===== config.mk =====
export PLATFORM = sky130hd
export DESIGN_NAME = am2903_mul_seq
export DESIGN_NICKNAME = d
export VERILOG_FILES = /design/src/rtl/am2903_seq_pkg.sv /design/src/rtl/am2903_iter_cnt.sv /design/src/rtl/am2903_mul_seq.sv
export SDC_FILE = /design/constraint.sdc
export NUM_CORES = 1
export LEC_CHECK = 0
export ABC_AREA = 1
export CAP_MARGIN = 20
export CELL_PAD_IN_SITES_DETAIL_PLACEMENT = 0
export CELL_PAD_IN_SITES_GLOBAL_PLACEMENT = 1
export CORE_MARGIN = 4
export CORE_UTILIZATION = 27
export CTS_CLUSTER_SIZE = 30
export DETAILED_ROUTE_END_ITERATION = 16
export PLACE_DENSITY = 0.77
export SLEW_MARGIN = 25
export SYNTH_ARGS = -nofsm -noshare
export SYNTH_HDL_FRONTEND = slang
export SYNTH_HIERARCHICAL = 1
export SYNTH_SLANG_ARGS = --single-unit
export TNS_END_PERCENT = 20

===== constraint.sdc =====
create_clock -name cp -period 1.2 [get_ports cp]
set_input_delay 0.24 -clock cp [delete_from_list [all_inputs] [get_ports cp]]
set_output_delay 0.24 -clock cp [all_outputs]
set_load 0.01 [all_outputs]

===== src/rtl/am2903_seq_pkg.sv =====
// ----------------------------------------------------------------------------
// am2903_seq_pkg
//   Shared types and constants for the Am2903/Am2902 multiply sequencer.
//   - seq_state_t : sequencer FSM state encoding
//   - I_*         : 9-bit slice instruction words, I8..I0
//                   (I8..I5 destination / special function,
//                    I4..I1 ALU function, I0 S-source: 0 = RAM B, 1 = Q)
// ----------------------------------------------------------------------------
package am2903_seq_pkg;

  typedef enum logic [2:0] {
    S_IDLE = 3'd0,
    S_LDQ  = 3'd1,
    S_CLRB = 3'd2,
    S_ITER = 3'd3,
    S_LAST = 3'd4,
    S_DONE = 3'd5
  } seq_state_t;

  // Special functions: I4..I0 = 00000 selects the multiply variants on I8..I5.
  localparam logic [8:0] I_UMUL      = 9'b0000_0000_0;
  localparam logic [8:0] I_TMUL      = 9'b0010_0000_0;
  localparam logic [8:0] I_TMUL_LAST = 9'b0110_0000_0;

  // Destination F->Y,Q ; ALU R plus Cn. With EA_=1 the R operand is DB, so
  // Q is loaded straight from the host-driven multiplier on DB.
  localparam logic [8:0] I_LDQ       = 9'b0110_0110_0;
  // Destination F->Y,RAM ; ALU LOW. Clears RAM[B].
  localparam logic [8:0] I_CLRB      = 9'b0100_1000_0;
  // Destination F->Y only ; ALU S plus Cn with S = RAM B. Shows RAM[B] on Y.
  localparam logic [8:0] I_PASSB     = 9'b1111_0100_0;
  // Harmless idle word; IEN_ is held high whenever this is driven.
  localparam logic [8:0] I_NOP       = 9'b1111_1000_0;

endpackage


===== src/rtl/am2903_iter_cnt.sv =====
// ----------------------------------------------------------------------------
// am2903_iter_cnt
//   Iteration counter for the multiply sequencer. Cleared by i_clr, counts up
//   on i_inc, and flags o_term when the count equals i_term. Counting stops at
//   the terminal value so the register never wraps.
// Ports:
//   i_cp     in   clock, rising edge
//   i_rst_n  in   asynchronous active-low reset
//   i_clr    in   synchronous clear to zero (priority over i_inc)
//   i_inc    in   count enable
//   i_term   in   terminal value, CW bits
//   o_term   out  count == i_term
// ----------------------------------------------------------------------------
module am2903_iter_cnt #(
  parameter int unsigned WIDTH = 16,
  parameter int unsigned CW    = $clog2(WIDTH)
) (
  input  logic          i_cp,
  input  logic          i_rst_n,
  input  logic          i_clr,
  input  logic          i_inc,
  input  logic [CW-1:0] i_term,
  output logic          o_term
);

  logic [CW-1:0] r_cnt;
  logic          w_term;

  assign w_term = (r_cnt == i_term);
  assign o_term = w_term;

  always_ff @(posedge i_cp or negedge i_rst_n) begin
    if (!i_rst_n) begin
      r_cnt <= '0;
    end else if (i_clr) begin
      r_cnt <= '0;
    end else if (i_inc && !w_term) begin
      r_cnt <= r_cnt + CW'(1);
    end
  end

endmodule


===== src/rtl/am2903_mul_seq.sv =====
// ----------------------------------------------------------------------------
// am2903_mul_seq
//   Sequencer that drives a WIDTH-bit Am2903/Am2902 slice array through a
//   WIDTH x WIDTH multiply using the Am2903 multiply special functions.
//   Multiplicand is pre-loaded in RAM[RA_ADR]; the host drives the multiplier
//   on DB during LDQ. Product high half ends in RAM[RB_ADR], low half in Q.
//   Optional feature: define SIGNED_MUL_EN to honour sgn (two's complement
//   multiply). When undefined, sgn is ignored and the S_LAST state is never
//   entered.
// Ports:
//   cp     in   clock, rising edge
//   rst_   in   asynchronous active-low reset
//   start  in   multiply request
//   sgn    in   1 = two's complement (SIGNED_MUL_EN only)
//   a, b   out  slice RAM A/B addresses
//   i      out  slice instruction I8..I0
//   ien_   out  slice instruction enable (0 = write RAM/Q)
//   ea_    out  slice ALU R-source select (1 = DB)
//   oeb_   out  slice DB output enable (1 = DB is an input)
//   oey_   out  slice Y output enable
//   cn     out  carry into least-significant slice
//   busy   out  sequencer owns the array
//   done   out  one-cycle pulse, product high half on Y
// ----------------------------------------------------------------------------
module am2903_mul_seq
  import am2903_seq_pkg::*;
#(
  parameter int unsigned WIDTH  = 16,
  parameter logic [3:0]  RA_ADR = 4'h0,
  parameter logic [3:0]  RB_ADR = 4'h1
) (
  input  logic       cp,
  input  logic       rst_,
  input  logic       start,
  input  logic       sgn,
  output logic [3:0] a,
  output logic [3:0] b,
  output logic [8:0] i,
  output logic       ien_,
  output logic       ea_,
  output logic       oeb_,
  output logic       oey_,
  output logic       cn,
  output logic       busy,
  output logic       done
);

  localparam int unsigned CW = $clog2(WIDTH);
  localparam logic [CW-1:0] C_TERM_U = CW'(WIDTH - 1);
  localparam logic [CW-1:0] C_TERM_S = CW'(WIDTH - 2);

  seq_state_t    r_state;
  seq_state_t    w_next;
  logic          w_mode;
  logic          w_accept;
  logic          w_term;
  logic [CW-1:0] w_term_val;

  // A new multiply is accepted in IDLE, and also in DONE so that a held
  // start strobe chains runs back to back without an idle gap.
  assign w_accept = start && ((r_state == S_IDLE) || (r_state == S_DONE));

`ifdef SIGNED_MUL_EN
  logic r_mode;

  always_ff @(posedge cp or negedge rst_) begin
    if (!rst_) begin
      r_mode <= 1'b0;
    end else if (w_accept) begin
      r_mode <= sgn;
    end
  end

  assign w_mode = r_mode;
`else
  logic w_unused_sgn;

  assign w_unused_sgn = sgn;
  assign w_mode       = 1'b0;
`endif

  assign w_term_val = w_mode ? C_TERM_S : C_TERM_U;

  am2903_iter_cnt #(
    .WIDTH (WIDTH),
    .CW    (CW)
  ) u_cnt (
    .i_cp    (cp),
    .i_rst_n (rst_),
    .i_clr   (r_state == S_CLRB),
    .i_inc   (r_state == S_ITER),
    .i_term  (w_term_val),
    .o_term  (w_term)
  );

  always_ff @(posedge cp or negedge rst_) begin
    if (!rst_) begin
      r_state <= S_IDLE;
    end else begin
      r_state <= w_next;
    end
  end

  always_comb begin
    w_next = r_state;
    case (r_state)
      S_IDLE:  if (w_accept) w_next = S_LDQ;
      S_LDQ:   w_next = S_CLRB;
      S_CLRB:  w_next = S_ITER;
      S_ITER:  if (w_term) w_next = w_mode ? S_LAST : S_DONE;
      S_LAST:  w_next = S_DONE;
      S_DONE:  w_next = w_accept ? S_LDQ : S_IDLE;
      default: w_next = S_IDLE;
    endcase
  end

  // Moore output decode; the async state reset forces the idle values
  // (IEN_=1, OEY_=1) in the same instant rst_ falls.
  always_comb begin
    a    = RA_ADR;
    b    = RB_ADR;
    i    = I_NOP;
    ien_ = 1'b1;
    ea_  = 1'b0;
    oeb_ = 1'b1;
    oey_ = 1'b1;
    cn   = 1'b0;
    done = 1'b0;
    busy = (r_state != S_IDLE);
    case (r_state)
      S_LDQ: begin
        i    = I_LDQ;
        ien_ = 1'b0;
        ea_  = 1'b1;
      end
      S_CLRB: begin
        i    = I_CLRB;
        ien_ = 1'b0;
      end
      S_ITER: begin
        i    = w_mode ? I_TMUL : I_UMUL;
        ien_ = 1'b0;
      end
      S_LAST: begin
        i    = I_TMUL_LAST;
        ien_ = 1'b0;
      end
      S_DONE: begin
        i    = I_PASSB;
        oey_ = 1'b0;
        done = 1'b1;
      end
      default: ;
    endcase
  end

endmodule


==> out/qor.csv <==
stage,metric,value,unit
status,status,"finished, violations left",
status,failing checks,negative setup slack,
timing,Pins Over Slew Limit,0,
timing,crit share post-route,127,%
cells_and_area,share of cells above drive strength 1,41.2,%
yosys,count of different cell masters after synthesis,16,
critical_path,CP Capture Type,output pin,
yosys,most frequent cell after synthesis,nand2_1,
clock_network,clock latency on the worst-skew pair,0.24,ns
clock_network,CTS root buffer,clkbuf_4,
yosys,Mapped Area,656,um^2
timing,final worst-path setup slack,-0.328,ns
place,DP Worst Slack,-0.429,ns
timing,min cycle time layout,1.53,ns
yosys,Yosys top cell by area,dfrtp_1,
global_route,initial antenna violation count,0,
timing,final setup fails,13,
yosys,Post-Syn Area per Cell,6.30,um^2
timing,unrepaired setup endpoints after global routing,yes,
clock_network,H-Tree Depth,1,
critical_path,Startpoint Class,flip-flop,
timing,Fmax,654,MHz
critical_path,WP data arrival,1.29,ns
clock_network,cts hold-fix bufs,0,
floorplanning,die area,3280,um^2
yosys,sequential cell area fraction in the yosys report,26.7,%
global_route,total congestion overflow,0,
power_and_ir_drop,pwr/cell area,2640,nW/um^2
drt,Via density,3.80,
yosys,Async SR Flop Fraction,100,%
critical_path,Reg2Reg Setup Slack,-0.32,ns
drt,Post-DRT Antenna Nets,0,
clock_network,clock buffer count from CTS,3,
clock_network,clock slew at reported path FFs,0.05,ns
power_and_ir_drop,Power Total,2.79,mW
drt,Initial DRC Count,15,
floorplanning,Initial Util,29.1,%
yosys,Mapped Cells,104,
cells_and_area,# diodes,0,
floorplanning,# IOs,28,
power_and_ir_drop,maximum VDD drop,0.00171,V
hold_path,HP Class,input pin to asynchronous set/reset pin,
drt,Routed WL per cell,8.85,um
critical_path,largest fanout on the critical path,4,
clock_network,clock buffer depth,2,
global_route,met2 usage,17.8,%
yosys,Post-synth top cells,"31 x nand2_1, 19 x inv_1, 14 x buf_4",
cells_and_area,fill count,249,
timing,Final Skew,0.00167,ns
drt,final WL,1.60,mm
yosys,Yosys reg bits,7,
yosys,yosys warns,6,
clock_network,Sink Count,7,
drt,DRC errors left,0,
critical_path,Setup CP Type,flip-flop to output pin,
cells_and_area,nets,159,
global_route,GR Util met3,3.62,%
global_route,largest net degree at the start of global routing,9,
place,port bufs,14,
critical_path,"Req. time, crit path",0.96,ns
floorplanning,Core Rows,17,
floorplanning,core area,2250,um^2
timing,WHS,0.267,ns
drt,drt pass-1 iters,4,
yosys,Synth top area share,26.7,%
drt,via count,688,
global_route,gr busiest metal,met2,
floorplanning,Die H,57.3,um
yosys,Main synth FF type,dfrtp_1,
global_route,gr usage total,10.9,%
cells_and_area,P&R area growth vs syn,61.1,%
cells_and_area,Final Util,46.8,%
place,DP HPWL,1.19,mm
clock_network,CTS tree,yes,
timing,Fin Setup TNS,-3.53,ns
power_and_ir_drop,leakage,0.657,nW
yosys,dominant cells by area after synthesis,"dfrtp_1 27%, nand2_1 18%, buf_4 16%, inv_1 11%, nand3_1 6.1%",
job,Max Cap Viol,0,
global_route,vias in the first global route,674,
global_route,met1 usage,12.5,%
yosys,number of synthesized flops with an enable pin,0,
place,GP Congestion,0.816,
floorplanning,Die Wd,57.3,um
timing,Final Hold Viols,0,
global_route,global-route wire length before repair,2.77,mm
cell usage in the layout, fill, tap and decap left out, types with 4 or more instances in the layout:
| master | n |
|---|---|
| nand2_1 | 27 |
| buf_4 | 27 |
| conb_1 | 20 |
| inv_1 | 17 |
| nand3_1 | 7 |
| buf_2 | 7 |
| nor2_4 | 5 |
| dfrtp_1 | 5 |
| nand4_1 | 5 |
| inv_2 | 4 |
report_power, final:
part | switching (mW) | total (mW) | internal, mW | leakage, nW
logic | 1.04 | 2.15 | 1.11 | 0.554
clock network | 0.0797 | 0.206 | 0.126 | 0.0150
registers | 0.0939 | 0.428 | 0.335 | 0.0876
total | 1.22 | 2.79 | 1.57 | 0.657
through the flow:
stage               area (um^2)  cells
global route               1060    181
floorplan                   753    122
CTS                        1020    179
global placement            910    162
finish                     1060    181
detailed placement          910    162
cells by family after synthesis:
group	count (synthesis)	synth area share (%)
AND/OR/NAND/NOR	57	40.1
buffers and inverters	35	28.1
flip-flops	7	26.7
other	2	1.15
AO/OA/AOI/OAI	1	0.763
XOR/XNOR	1	1.34
adder cells (fa/ha/maj)	1	1.91
registers in the layout, indices dropped and copies added (netlist names):
signal and flops:
r_state 3, u_cnt/r_cnt 4
per-layer routing:
| layer | routed length, um | part of all wire (%) |
|---|---|---|
| met2 | 861 | 54 |
| met4 | 0 | 0 |
| met5 | 0 | 0 |
| met1 | 639 | 40 |
| met3 | 100 | 6.2 |
layout make-up:
class                   instances  area [um^2]  share of cell area [%]
repair buffers                 41          317                    30.0
flip-flops and latches          7          178                    16.8
well taps                      28         35.0                    3.32
inverters                      21         78.8                    7.46
multi-input cells              80          422                    39.9
clock buffers                   4         26.3                    2.49
worst max-delay path, cell delays in order (launching register included):
cell and delay [ns]:
dfrtp_2 0.43, buf_12 0.14, nor2_4 0.12, nand2_2 0.10
nand2_4 0.09, nor2_2 0.03, buf_2 0.13
path summary, 6_finish.rpt:
kind,from,cells past startpoint,to
worst min-delay path,rst_,1,u_cnt/r_cnt[2]$_DFFE_PN0P_
min in group cp,u_cnt/r_cnt[1]$_DFFE_PN0P_,2,u_cnt/r_cnt[1]$_DFFE_PN0P_
worst min register to register,u_cnt/r_cnt[1]$_DFFE_PN0P_,2,u_cnt/r_cnt[1]$_DFFE_PN0P_
worst max-delay path,r_state[1]$_DFFE_PN0P_,6,ien_
worst max register to register,r_state[1]$_DFFE_PN0P_,9,r_state[1]$_DFFE_PN0P_
max in group asynchronous,rst_,1,r_state[1]$_DFFE_PN0P_
repair_timing:
action | in CTS | in global routing
resized for setup | 45 | 15
setup buffers | 13 | 2
hold endpoints to repair | 0 | 0
pin swaps | 4 | 5
setup endpoints to repair | 17 | 18
No activity file was read; power rests on OpenSTA's default activity.
